### src/rtl/nn_pkg.sv
// Shared types for the neuron datapath: sample width, signed sample type,
// and the layer sequencer state encoding.
package nn_pkg;

   localparam int DATA_W = 16;

   typedef logic signed [DATA_W-1:0] data_t;

   typedef enum logic [2:0] {
      IDLE    = 3'd0,
      START   = 3'd1,
      WAIT    = 3'd2,
      CAPTURE = 3'd3,
      NEXT    = 3'd4,
      DONE    = 3'd5
   } seq_state_e;

endpackage

### src/rtl/layer_sequencer_argmax.sv
// argmax_tracker: running maximum over the output-buffer write stream.
// A strictly-greater compare keeps the lowest index on ties.
module argmax_tracker
   import nn_pkg::*;
#(
   parameter int IDX_W = 4
) (
   input  logic             clk,
   input  logic             rst,
   input  logic             clear,
   input  logic             wr_en,
   input  logic [IDX_W-1:0] idx,
   input  data_t            data,
   output logic [IDX_W-1:0] argmax
);

   localparam data_t MAX_INIT = data_t'(-32768);

   data_t max_val;
   logic  take;

   assign take = wr_en && (data > max_val);

   always_ff @(posedge clk) begin
      if (rst)        argmax <= '0;
      else if (clear) argmax <= '0;
      else if (take)  argmax <= idx;
   end

   // Running maximum is datapath only; every run begins with a clear.
   always_ff @(posedge clk) begin
      if (clear)     max_val <= MAX_INIT;
      else if (take) max_val <= data;
   end

endmodule

### src/rtl/layer_sequencer.sv
// Walks a dense layer one neuron at a time and captures each result.
// Optional argmax reporting is built when SEQ_ARGMAX_EN is defined.
module layer_sequencer
   import nn_pkg::*;
#(
   parameter int NUM_NEURONS = 10,
   parameter int INPUT_SIZE  = 784,
   parameter int TIMEOUT     = INPUT_SIZE + 16,
   localparam int IDX_W      = (NUM_NEURONS > 1) ? $clog2(NUM_NEURONS) : 1
) (
   input  logic             clk,
   input  logic             rst,
   input  logic             layer_start,
   output logic             layer_busy,
   output logic             layer_done,
   output logic [IDX_W-1:0] neuron_sel,
   output logic             neuron_start,
   input  logic             neuron_done,
   input  data_t            neuron_result,
   output logic             out_wr_en,
   output logic [IDX_W-1:0] out_wr_addr,
   output data_t            out_wr_data,
   output logic             timeout_err
`ifdef SEQ_ARGMAX_EN
   ,
   output logic [IDX_W-1:0] argmax,
   output logic             argmax_valid
`endif
);

   localparam int WD_W = $clog2(TIMEOUT + 1);
   localparam logic [WD_W-1:0]  WD_LAST  = WD_W'(TIMEOUT - 1);
   localparam logic [IDX_W-1:0] IDX_LAST = IDX_W'(NUM_NEURONS - 1);

   seq_state_e       state, state_nx;
   logic [IDX_W-1:0] idx, idx_nx;
   logic [WD_W-1:0]  wdog, wdog_nx;
   logic             run_clr;
   logic             to_set;

   always_ff @(posedge clk) begin
      if (rst) begin
         state       <= IDLE;
         idx         <= '0;
         wdog        <= '0;
         timeout_err <= 1'b0;
      end else begin
         state <= state_nx;
         idx   <= idx_nx;
         wdog  <= wdog_nx;
         if (to_set)       timeout_err <= 1'b1;
         else if (run_clr) timeout_err <= 1'b0;
      end
   end

   always_comb begin
      state_nx     = state;
      idx_nx       = idx;
      wdog_nx      = wdog;
      run_clr      = 1'b0;
      to_set       = 1'b0;
      neuron_start = 1'b0;
      layer_done   = 1'b0;
      out_wr_en    = 1'b0;
      out_wr_data  = '0;
      unique case (state)
         IDLE: begin
            if (layer_start) begin
               idx_nx   = '0;
               run_clr  = 1'b1;
               state_nx = START;
            end
         end
         START: begin
            neuron_start = 1'b1;
            wdog_nx      = '0;
            state_nx     = WAIT;
         end
         WAIT: begin
            if (neuron_done) begin
               state_nx = CAPTURE;
            end else if (wdog == WD_LAST) begin
               // Hung neuron: record a zero result so the layer still completes.
               to_set    = 1'b1;
               out_wr_en = 1'b1;
               state_nx  = NEXT;
            end else begin
               wdog_nx = wdog + 1'b1;
            end
         end
         CAPTURE: begin
            out_wr_en   = 1'b1;
            out_wr_data = neuron_result;
            state_nx    = NEXT;
         end
         NEXT: begin
            if (idx == IDX_LAST) begin
               state_nx = DONE;
            end else begin
               idx_nx   = idx + 1'b1;
               state_nx = START;
            end
         end
         DONE: begin
            layer_done = 1'b1;
            state_nx   = IDLE;
         end
         default: state_nx = IDLE;
      endcase
   end

   assign layer_busy  = (state != IDLE);
   assign neuron_sel  = idx;
   assign out_wr_addr = idx;

`ifdef SEQ_ARGMAX_EN
   argmax_tracker #(
      .IDX_W (IDX_W)
   ) u_argmax (
      .clk    (clk),
      .rst    (rst),
      .clear  (run_clr),
      .wr_en  (out_wr_en),
      .idx    (idx),
      .data   (out_wr_data),
      .argmax (argmax)
   );

   assign argmax_valid = (state == DONE);
`endif

endmodule

### config.mk
export PLATFORM = sky130hd
export DESIGN_NAME = layer_sequencer
export DESIGN_NICKNAME = d
export VERILOG_FILES = /design/src/rtl/nn_pkg.sv /design/src/rtl/layer_sequencer_argmax.sv /design/src/rtl/layer_sequencer.sv
export SDC_FILE = /design/constraint.sdc
export NUM_CORES = 1
export LEC_CHECK = 0
export BUFFER_PORTS_ARGS = -buffer_cell sky130_fd_sc_hd__buf_2
export CAP_MARGIN = 10
export CELL_PAD_IN_SITES_DETAIL_PLACEMENT = 1
export CELL_PAD_IN_SITES_GLOBAL_PLACEMENT = 2
export CORE_MARGIN = 1.5
export CORE_UTILIZATION = 28
export CTS_BUF_LIST = sky130_fd_sc_hd__clkbuf_4 sky130_fd_sc_hd__clkbuf_8 sky130_fd_sc_hd__clkbuf_16
export DETAILED_ROUTE_END_ITERATION = 10
export MAX_ROUTING_LAYER = met4
export PLACE_DENSITY = 0.9
export SYNTH_ARGS = -nofsm -noshare
export SYNTH_HDL_FRONTEND = slang
export SYNTH_SLANG_ARGS = --single-unit
### constraint.sdc
create_clock -name clk -period 4.3 [get_ports clk]
set_clock_uncertainty 0.2 [all_clocks]
set_input_delay 0.43 -clock clk [delete_from_list [all_inputs] [get_ports clk]]
set_output_delay 0.43 -clock clk [all_outputs]
set_load 0.1 [all_outputs]
### After elaboration in Yosys (flattened, before gate mapping)

Cells that the tools add are included.

* register bits after elaboration: 18
* output and inout bits: 29
* word-level logic and storage cells: 48

* $add $sub $neg: 2
* eq/ne operators: 12
* multiplexer cells: 22
* reduce and logical (&&, ||, !) cells: 8

Operators with widths (number)
* $mux W10: 2
* $pmux W10 S2: 1
* $mux W16: 1
* $pmux W3 S5: 1
* $mux W3: 4
* $add A10 B1 Y10 const B: 1
* $eq A10 B10 Y1 const B: 1
* $mux W1: 9
* $mux W4: 2
* $ne A2 B2 Y1 const B: 4
* $pmux W4 S2: 1
* $eq A3 B2 Y1 const B: 2
* $eq A3 B3 Y1 const B: 2
* $reduce_and A3 Y1: 2
* $reduce_bool A2 Y1: 3
* $add A4 B1 Y4 const B: 1
* $eq A4 B4 Y1 const B: 1
* $eq A3 B1 Y1 const B: 1
* $logic_not A3 Y1: 1
* $ne A3 B3 Y1 const B: 1
* $reduce_bool A3 Y1: 1
* $pmux W1 S2: 1
* $reduce_and A2 Y1: 1

### Depth between registers and ports, before layout

Gate-level depths: netlist of the first run.

* depth after elaboration: 5
* depth in mapped cells: 6
* gate-level depth less buffers: 6

### Least setup slack after synthesis of the first run

Ideal clock, no wire load.

* kind: flip-flop to output port
* from: register state[2]
* to: output port out_wr_data[10]
* arrival: 1860 ps
* data required time: 3670 ps
* slack: 1810 ps
* stages on the path, launching flop included: 7
* buffers on the path: 3
* path through: dfxtp_1 buf_4 inv_1 and3_1 clkbuf_1 clkbuf_1 and2_1

* cells in the longest elaborated chain, start to end: 2

Ends and longest elaborated chain
* start: declaration: RTL line layer_sequencer.sv:35 `seq_state_e state, state_nx;`
* start signal: assignment: RTL line layer_sequencer.sv:48 `state <= state_nx;`
* $eq A3 B2 Y1: RTL line layer_sequencer.sv:66 `unique case (state)`
* $mux W16: RTL line layer_sequencer.sv:66
* end: declaration: RTL line layer_sequencer.sv:22 `output data_t out_wr_data,`

Every way passes these cells.

### Final worst setup path of the first run

* from: register wdog[0]
* to: output port out_wr_en

* cells in the longest elaborated chain, start to end: 4

Ends and longest elaborated chain
* start: declaration: RTL line layer_sequencer.sv:37 `logic [WD_W-1:0] wdog, wdog_nx;`
* start signal: assignment: RTL line layer_sequencer.sv:50 `wdog <= wdog_nx;`
* $eq A10 B10 Y1: RTL line layer_sequencer.sv:82 `end else if (wdog == WD_LAST) begin`
* $mux W1: RTL line layer_sequencer.sv:82
* $mux W1: RTL line layer_sequencer.sv:80 `if (neuron_done) begin`
* $pmux W1 S2: RTL line layer_sequencer.sv:66
* end: declaration: RTL line layer_sequencer.sv:20 `output logic out_wr_en,`

Every way passes these cells.

==> results of run 1 <==
[logic make-up after synthesis]
family / synth area share
AO/OA/AOI/OAI: 0.213
flip-flops: 0.304
AND/OR/NAND/NOR: 0.344
buffers and inverters: 0.0824
multiplexers: 0.0169
adder cells (fa/ha/maj): 0.0317
XOR/XNOR: 0.00739
[layout by cell type (no fill, tap or decap), types with 2 or more instances in the layout]
| cell | synthesis | layout |
|---|---|---|
| a21oi_1 | 4 | 4 |
| a311oi_1 | 2 | 2 |
| a32o_1 | 3 | 3 |
| and2_1 | 16 | 16 |
| buf_2 | 0 | 48 |
| clkbuf_8 | 0 | 4 |
| dfxtp_1 | 18 | 18 |
| ha_1 | 3 | 3 |
| inv_1 | 6 | 6 |
| mux2i_1 | 2 | 2 |
| nand2_1 | 9 | 9 |
| nand2b_1 | 6 | 6 |
| nand3_1 | 6 | 6 |
| nand3b_1 | 2 | 2 |
| nor2_1 | 8 | 8 |
| nor3_1 | 8 | 8 |
| nor4_1 | 2 | 2 |
| o211ai_1 | 2 | 2 |
| o21ai_0 | 6 | 6 |
| o21ai_2 | 3 | 3 |
| o22ai_1 | 2 | 2 |
[path summary, 6_finish.rpt]
| path | depth (start not counted) | slack [ns] | endpoint | start |
|---|---|---|---|---|
| max | 6 | 1.74 | out_wr_en | wdog[0] |
| min reg2reg | 2 | 0.26 | timeout_err | timeout_err |
| min | 2 | 0.26 | timeout_err | timeout_err |
| max reg2reg | 4 | 2.06 | wdog[3] | state[0] |
[power by group]
group | total [µW] | leakage [µW] | switching (µW) | internal [µW]
clock | 144 | 0.0000288 | 62.0 | 81.6
combinational | 108 | 0.000453 | 81.9 | 26.5
sequential | 176 | 0.000145 | 6.56 | 169
total | 428 | 0.000628 | 150 | 278
[per-stage QoR]
| stage | util | power (µW) | worst slack, ns | instance area [µm²] |
|---|---|---|---|---|
| 2_1_floorplan | - | 267 | 1.81 | 1180 |
| 3_5_place_dp | 0.352 | 289 | 1.98 | 1420 |
| 4_1_cts | 0.365 | 436 | 1.73 | 1470 |
| 6_report | 0.365 | 428 | 1.74 | 1470 |
| 3_3_place_gp | 0.352 | 289 | 2.01 | 1420 |
| 5_1_grt | 0.365 | 451 | 1.55 | 1470 |
[tightest hold or removal path, stage by stage (launching register included)]
cell	delay, ns
dfxtp_1	0.32
inv_1	0.05
o22ai_1	0.05
[layer usage]
layer  global-route usage  part of all wire  vias to the layer above
li1                     -                 -                      599
met1                0.191              0.47                      564
met2                0.229              0.43                       44
met3               0.0329             0.092                        4
met4               0.0675             0.015                        0
met5                    -                 0                        -
[synth_stat cells, drive strengths merged, types with 2 or more instances]
cell type,instances
nand3,7
nand2,9
o21ai,9
nor2,8
and2,16
dfxtp,18
nand2b,6
nor4,2
a32o,3
inv,7
clkbuf,3
o211ai,2
mux2i,2
nor4b,2
a21oi,5
nand3b,2
ha,3
nor3,8
o22ai,2
a311oi,3
buf,7
[final cells by class]
cell class | count | area [µm²] | share of cell area
clock buffer | 4 | 55.1 | 0.0374
tap | 50 | 62.6 | 0.0425
sequential | 18 | 360 | 0.245
multi-input combinational | 107 | 727 | 0.494
inverter | 7 | 26.3 | 0.0179
timing repair buffer | 48 | 240 | 0.163
[state kept, by name, indices dropped and copies added, names as in the netlist]
register / cells
wdog: 10
neuron_sel: 4
state: 3
timeout_err: 1
==> results.json, run 1 <==
{
  "cts_tree": "built",
  "cts.clk_slew.worst_paths_ns": 0.07,
  "cp_top_family": "simple AND/OR/NAND/NOR gates",
  "grt_pass1_wl_um": 5130,
  "wl_um": 3150,
  "wl_per_cell_um": 13.5,
  "worstPathArrival_ns": 1.93,
  "grt_pass1_vias": 1095,
  "root_buffer": "clkbuf_8",
  "synth_cell_types": 46,
  "start_util": 0.294,
  "dp_cells": 230,
  "required_ns": 3.67,
  "ctsHoldBuffers": 0,
  "grt_max_degree": 19,
  "drt_pass1_iterations": 4,
  "drc": 0,
  "synth-edff-count": 0,
  "fillers": 524,
  "synth_seq_cells": 18,
  "die_h_um": 68.1,
  "syn2layout_area_growth_pct": 24.2,
  "io_buffers": 48,
  "cts_buffers": 3,
  "finalCritPeriodShare": 0.596,
  "clk_latency_ns": 0.26,
  "cts_setup_buffers": 0,
  "grt_use_total": 0.151,
  "fmax_ghz": 0.390,
  "yosys-top-cells-area": "dfxtp_1, and2_1, nor3_1, buf_4, ha_1",
  "path_class": "flop to output port",
  "row_count": 23,
  "p_per_area_nw_per_um2": 291,
  "status": "complete, no violations",
  "period_needed_ns": 2.56,
  "die_w_um": 68.1,
  "dpl.hpwl_um": 2420,
  "worst-path-buf-inv": 1,
  "maxSlewViolCount": 0,
  "syn_area_um2": 1180,
  "synthArstFlopShare": 0,
  "setup_tns_ns": 0,
  "ir_worst_vdd_mv": 0.0823,
  "instances_no_fill": 234,
  "antenna_found_initial": 0,
  "tightest_slew_ns": 0.584,
  "syn_nets": 165,
  "gp_congestion": 0.811,
  "setup_viol": 0,
  "netlist_instances": 142,
  "ys_seq_area_frac": 0.304,
  "hold-worst-slack_ns": 0.260,
  "crit_path_top_delay_cell": "dfxtp_1",
  "synth_ff_type": "dfxtp_1",
  "first_iter_violations": 34,
  "core_area_um2": 4030,
  "max_cap_violations": 0,
  "nNetsFinal": 208,
  "ant_nets": 0,
  "endpoint_kind": "output port",
  "cts-htree-levels": 1,
  "die-area_um2": 4630,
  "synth_top_cell_by_area": "dfxtp_1",
  "max-slew-margin-rel": 0.609,
  "cts_resized": 0,
  "n_antenna_cell": 0,
  "dr_total_vias": 1211,
  "synth_warnings": 0,
  "hold_viol_final": 0,
  "synth_top_area_frac": 0.304,
  "holdCritPathClass": "flop to flop",
  "max_stage_delay_ns": 0.43,
  "startpoint_type": "flop",
  "io_pins": 49,
  "rsz0062_at_grt": "no",
  "overflow": 0,
  "cp_max_fo": 7,
  "via_per_inst": 5.18,
  "path_cells": "ha_1, nand3_2, nor3_1, nand2_1, nand2b_1, buf_2",
  "clkSinkCount": 18,
  "p_leak_uw": 0.000628,
  "avgSynthCellArea_um2": 8.34,
  "cts.path.max_buffers": 2,
  "drive_gt1_frac": 0.342
}
Note: power is estimated with default switching activity, not from simulation.
==> run 2: changes to the inputs <==
--- a/config.mk
+++ b/config.mk
@@ -10,11 +10,11 @@
 export CELL_PAD_IN_SITES_DETAIL_PLACEMENT = 1
 export CELL_PAD_IN_SITES_GLOBAL_PLACEMENT = 2
 export CORE_MARGIN = 1.5
-export CORE_UTILIZATION = 28
+export CORE_UTILIZATION = 23
 export CTS_BUF_LIST = sky130_fd_sc_hd__clkbuf_4 sky130_fd_sc_hd__clkbuf_8 sky130_fd_sc_hd__clkbuf_16
 export DETAILED_ROUTE_END_ITERATION = 10
 export MAX_ROUTING_LAYER = met4
-export PLACE_DENSITY = 0.9
+export PLACE_DENSITY = 0.79
 export SYNTH_ARGS = -nofsm -noshare
 export SYNTH_HDL_FRONTEND = slang
 export SYNTH_SLANG_ARGS = --single-unit
==> constraint.sdc (replaced) <==
create_clock -name clk -period 2.1 [get_ports clk]
set_clock_uncertainty 0.2 [all_clocks]
set_input_delay 0.21 -clock clk [delete_from_list [all_inputs] [get_ports clk]]
set_output_delay 0.21 -clock clk [all_outputs]
set_load 0.1 [all_outputs]
==> results.json, run 2 (same netlist as run 1, synthesis figures left out) <==
{
  "combPwrFrac": 0.292,
  "seqCellArea_um2": 364,
  "die_h_um": 74.8,
  "io_pins": 49,
  "rr_endpoint": "wdog[3]",
  "maxSlewViolCount": 0,
  "syn2layout_area_growth_pct": 57.2,
  "ant_nets": 0,
  "wl_um": 3750,
  "multiInputGateArea_um2": 778,
  "rsz0062_at_grt": "no",
  "tightest_slew_ns": 0.493,
  "required_ns": 1.69,
  "status": "complete, no violations",
  "fillers": 574,
  "min_path_cells": 2,
  "cts_buffers": 3,
  "clkSinkCount": 18,
  "setup_tns_ns": 0,
  "final_cell_mix": "buf_2, buf_12, dfxtp_1",
  "path_class": "flop to output port",
  "via_per_inst": 4.77,
  "p_per_area_nw_per_um2": 492,
  "drive_gt1_frac": 0.468,
  "largest-register": "wdog",
  "dpl.hpwl_um": 3020,
  "postLayoutCellArea_um2": 1860,
  "clock_power_share": 0.315,
  "hp-start": "rst",
  "clk_latency_ns": 0.26,
  "endpoint_kind": "output port",
  "max_cap_violations": 0,
  "startpoint_type": "flop",
  "overflow": 0,
  "die-area_um2": 5590,
  "cts_setup_buffers": 0,
  "setup_viol": 0,
  "die_w_um": 74.8,
  "final_common_cell": "buf_2",
  "largest_reg_flops": 10,
  "p_leak_uw": 0.000709,
  "holdCritPathClass": "input port to flop",
  "whs_endpoint": "neuron_sel[0]",
  "grt_pass1_vias": 1255,
  "period_needed_ns": 1.98,
  "cts.clk_slew.worst_paths_ns": 0.07,
  "reg2reg_from": "wdog[0]",
  "gp_congestion": 0.787,
  "pwr-share-seq": 0.393,
  "cp_max_fo": 8,
  "n_antenna_cell": 0,
  "p_sw_frac": 0.341,
  "row_count": 25,
  "dr_total_vias": 1227,
  "max-slew-margin-rel": 0.674,
  "antenna_found_initial": 0,
  "cts.path.max_buffers": 2,
  "drc": 0,
  "fmax_ghz": 0.505,
  "wl_per_cell_um": 14.6,
  "p_sw_uw": 312,
  "finalCritPeriodShare": 0.943,
  "nNetsFinal": 214,
  "placed_area_um2": 1780,
  "ir_worst_vdd_mv": 0.250,
  "hold_viol_final": 0,
  "cts_tree": "built",
  "drt_pass1_iterations": 4,
  "reg2reg_depth": 5,
  "worst-r2r-setup-slack_ns": 0.29,
  "worstPathArrival_ns": 1.57,
  "cts-htree-levels": 1,
  "start_util": 0.244,
  "first_iter_violations": 27,
  "io_buffers": 48,
  "p_int_uw": 604,
  "core_area_um2": 4850,
  "grt_pass1_wl_um": 6140,
  "grt_use_total": 0.148,
  "root_buffer": "clkbuf_8",
  "grt_max_degree": 19
}
-- run 2: changes by cell type in the layout (fill, tap and decap cells not counted), moves of 3 or more --
cell,delta
buf_12,+18
buf_2,-18
and2_1,-10
and2_2,+10
buf_4,+6
dfxtp_1,-3
dfxtp_2,+3
-- run 2: through the flow --
step	utilization	cells	hold WS [ns]	setup slack, ns	total power, µW
global placement	0.366	253	0.242	0.165	634
detailed placement	0.366	253	0.238	0.138	634
finish	0.384	257	0.114	0.119	916
global route	0.384	257	0.133	0.0247	964
CTS	0.378	257	0.119	0.0332	925
floorplan	-	142	0.217	-0.0742	549
-- run 2: final cells by class --
| cell class | count | share of cell area |
|---|---|---|
| multi-input cells | 107 | 0.418 |
| clock buffers | 4 | 0.0295 |
| flip-flops and latches | 18 | 0.195 |
| well taps | 67 | 0.0450 |
| repair buffers | 54 | 0.298 |
| inverters | 7 | 0.0141 |
-- run 2: worst max-delay path by stage --
| stage | startpoint | endpoint | slack [ns] |
|---|---|---|---|
| global placement | state[0] | wdog[3] | 0.16 |
| global route | state[2] | layer_done | 0.02 |
| detailed placement | state[0] | wdog[3] | 0.14 |
| CTS | wdog[0] | out_wr_en | 0.03 |
| floorplan | neuron_sel[2] | neuron_sel[3] | -0.07 |
| finish | state[2] | layer_done | 0.12 |
-- run 2: metal layers --
metal	GRT usage	wire length (µm)	up-vias
met3	0.0469	183	2
met4	0.0364	25	0
met5	-	0	-
met1	0.186	1700	586
met2	0.232	1840	31
li1	-	-	608
-- run 2: critical path, cell delays in order (launching register included) --
cell and delay, ns:
dfxtp_1 0.52, inv_1 0.11, buf_4 0.17, nor2_2 0.09, buf_2 0.43
-- run 2: timing repair --
| action | 4_1_cts | 5_1_grt |
|---|---|---|
| endpoints found under the setup margin | 17 | 17 |
| hold endpoints to repair | 0 | 0 |
| gates resized for setup | 1 | 7 |
| hold buffers | 0 | 0 |
| gates cloned | 0 | 0 |
-- run 2: power groups by stage --
stage / Combinational (µW) / Clock, µW / Sequential [µW]
3_3_place_gp: 268 / 0 / 366
2_1_floorplan: 189 / 0 / 361
3_5_place_dp: 268 / 0 / 367
5_1_grt: 284 / 319 / 362
6_report: 267 / 289 / 360
4_1_cts: 269 / 298 / 359
==> run 3: changes to the inputs <==
--- a/config.mk
+++ b/config.mk
@@ -5,11 +5,10 @@
 export SDC_FILE = /design/constraint.sdc
 export NUM_CORES = 1
 export LEC_CHECK = 0
-export BUFFER_PORTS_ARGS = -buffer_cell sky130_fd_sc_hd__buf_2
+export BUFFER_PORTS_ARGS = -buffer_cell sky130_fd_sc_hd__buf_4
 export CAP_MARGIN = 10
 export CELL_PAD_IN_SITES_DETAIL_PLACEMENT = 1
 export CELL_PAD_IN_SITES_GLOBAL_PLACEMENT = 2
-export CORE_MARGIN = 1.5
 export CORE_UTILIZATION = 23
 export CTS_BUF_LIST = sky130_fd_sc_hd__clkbuf_4 sky130_fd_sc_hd__clkbuf_8 sky130_fd_sc_hd__clkbuf_16
 export DETAILED_ROUTE_END_ITERATION = 10
==> results.json, run 3 (same netlist as run 1, synthesis figures left out) <==
{
  "status": "complete, no violations",
  "grt_pass1_vias": 1166,
  "antenna_found_initial": 0,
  "cp_max_fo": 6,
  "endpoint_kind": "output port",
  "cts-htree-levels": 1,
  "nNetsFinal": 219,
  "clock_power_share": 0.317,
  "cts_buffers": 3,
  "whs_endpoint": "wdog[1]",
  "cts_setup_buffers": 0,
  "grt_pass1_wl_um": 5720,
  "final_util": 0.358,
  "p_int_uw": 603,
  "io_buffers": 48,
  "finalWorstSetupSlack_ns": 0.112,
  "final_cell_mix": "buf_4, dfxtp_1, and2_2",
  "setup_tns_ns": 0,
  "p_sw_uw": 311,
  "core_area_um2": 4850,
  "clk_latency_ns": 0.25,
  "required_ns": 1.69,
  "holdCritPathClass": "input port to flop",
  "root_buffer": "clkbuf_8",
  "cts_tree": "built",
  "wl_per_cell_um": 13.3,
  "row_count": 25,
  "ir_worst_vdd_mv": 0.267,
  "setup_viol": 0,
  "instances_no_fill": 262,
  "overflow": 0,
  "maxSlewViolCount": 0,
  "crit_path_top_delay_cell": "dfxtp_2",
  "via_per_inst": 4.70,
  "startpoint_type": "flop",
  "path_class": "flop to output port",
  "n_antenna_cell": 0,
  "die-area_um2": 5440,
  "reg2reg_from": "state[0]",
  "path_cells": "ha_1, nand3_2, nor3_2, nand2_1, nand2b_2, buf_8",
  "hp-start": "rst",
  "dr_total_vias": 1231,
  "grt_max_degree": 19,
  "finalCritPeriodShare": 0.947,
  "max-slew-margin-rel": 0.628,
  "p_sw_frac": 0.340,
  "combPwrFrac": 0.293,
  "cts.path.max_buffers": 2,
  "clkSinkCount": 18,
  "drive_gt1_frac": 0.472,
  "wl_um": 3490,
  "drc": 0,
  "reg2reg_depth": 4,
  "max_stage_delay_ns": 0.37,
  "dp_cells": 258,
  "grt_use_total": 0.137,
  "start_util": 0.244,
  "min_path_cells": 2,
  "die_w_um": 73.8,
  "p_leak_uw": 0.000706,
  "io_pins": 49,
  "period_needed_ns": 1.99,
  "hold_viol_final": 0,
  "largest_reg_flops": 10,
  "max_cap_violations": 0,
  "largest-register": "wdog",
  "dpl.hpwl_um": 2840,
  "fmax_ghz": 0.503,
  "worst-r2r-setup-slack_ns": 0.14,
  "worstPathArrival_ns": 1.58,
  "tightest_slew_ns": 0.558,
  "gp_congestion": 0.776,
  "die_h_um": 73.8,
  "p_per_area_nw_per_um2": 526,
  "ant_nets": 0,
  "pwr-share-seq": 0.390,
  "first_iter_violations": 42,
  "cts.clk_slew.worst_paths_ns": 0.07,
  "final_common_cell": "buf_4",
  "pre_cts_slack_ns": 0.137,
  "rr_endpoint": "wdog[3]",
  "syn2layout_area_growth_pct": 46.6,
  "drt_pass1_iterations": 4
}
==> run 3: changes by cell type in the layout (fill, tap and decap cells not counted), sizes merged <==
| cell | previous run | this run |
|---|---|---|
| buf | 54 | 59 |
==> run 3: power groups by stage <==
stage	Clock, µW	Sequential, µW	Combinational (µW)
floorplan	0	361	189
global placement	0	364	268
detailed placement	0	364	268
CTS	302	356	269
global route	317	358	284
finish	290	356	267
==> run 3: per-stage QoR <==
step                      area, µm²  hold WS, ns  power, µW
after detailed placement       1660        0.252        632
after global routing           1740       0.0620        960
final                          1740       0.0434        913
after global placement         1660        0.247        631
after CTS                      1720       0.0521        927
after floorplan                1210        0.217        549
==> run 3: critical path: cells and delay by family (launching register included) <==
kind,cells,cell delay [ns]
buf+inv,1,0.20
flops,1,0.37
simple gates,4,0.55
fa+ha+maj,1,0.19
==> run 3: worst max path at each step <==
stage,startpoint,cells after the start,to
final,wdog[1],6,out_wr_en
after global routing,wdog[1],6,out_wr_en
after CTS,wdog[1],6,out_wr_en
after detailed placement,state[0],4,wdog[3]
after global placement,wdog[1],5,wdog[3]
after floorplan,neuron_sel[2],4,neuron_sel[3]
==> run 3: metal layers <==
metal  GRT usage  up-vias  part of all wire  routed length (µm)
met2       0.235       36              0.50                1750
met1       0.175      576              0.46                1590
met4           0        0                 0                   0
li1            -      619                 -                   -
met3      0.0302        0             0.043                 151
met5           -        -                 0                   0
==> run 3: timing repair <==
action | CTS | global route
hold endpoints to repair | 0 | 0
hold buffers | 0 | 0
setup endpoints to repair | 17 | 17
resized for setup | 2 | 4
==> run 3: layout make-up <==
| cell class | instances | area, µm² |
|---|---|---|
| Fill cell | 586 | 3110 |
| Tap cell | 67 | 83.8 |
| Inverter | 7 | 26.3 |
| Clock buffer | 4 | 55.1 |
| Multi-Input combinational cell | 107 | 757 |
| Sequential cell | 18 | 364 |
| Timing Repair Buffer | 59 | 450 |
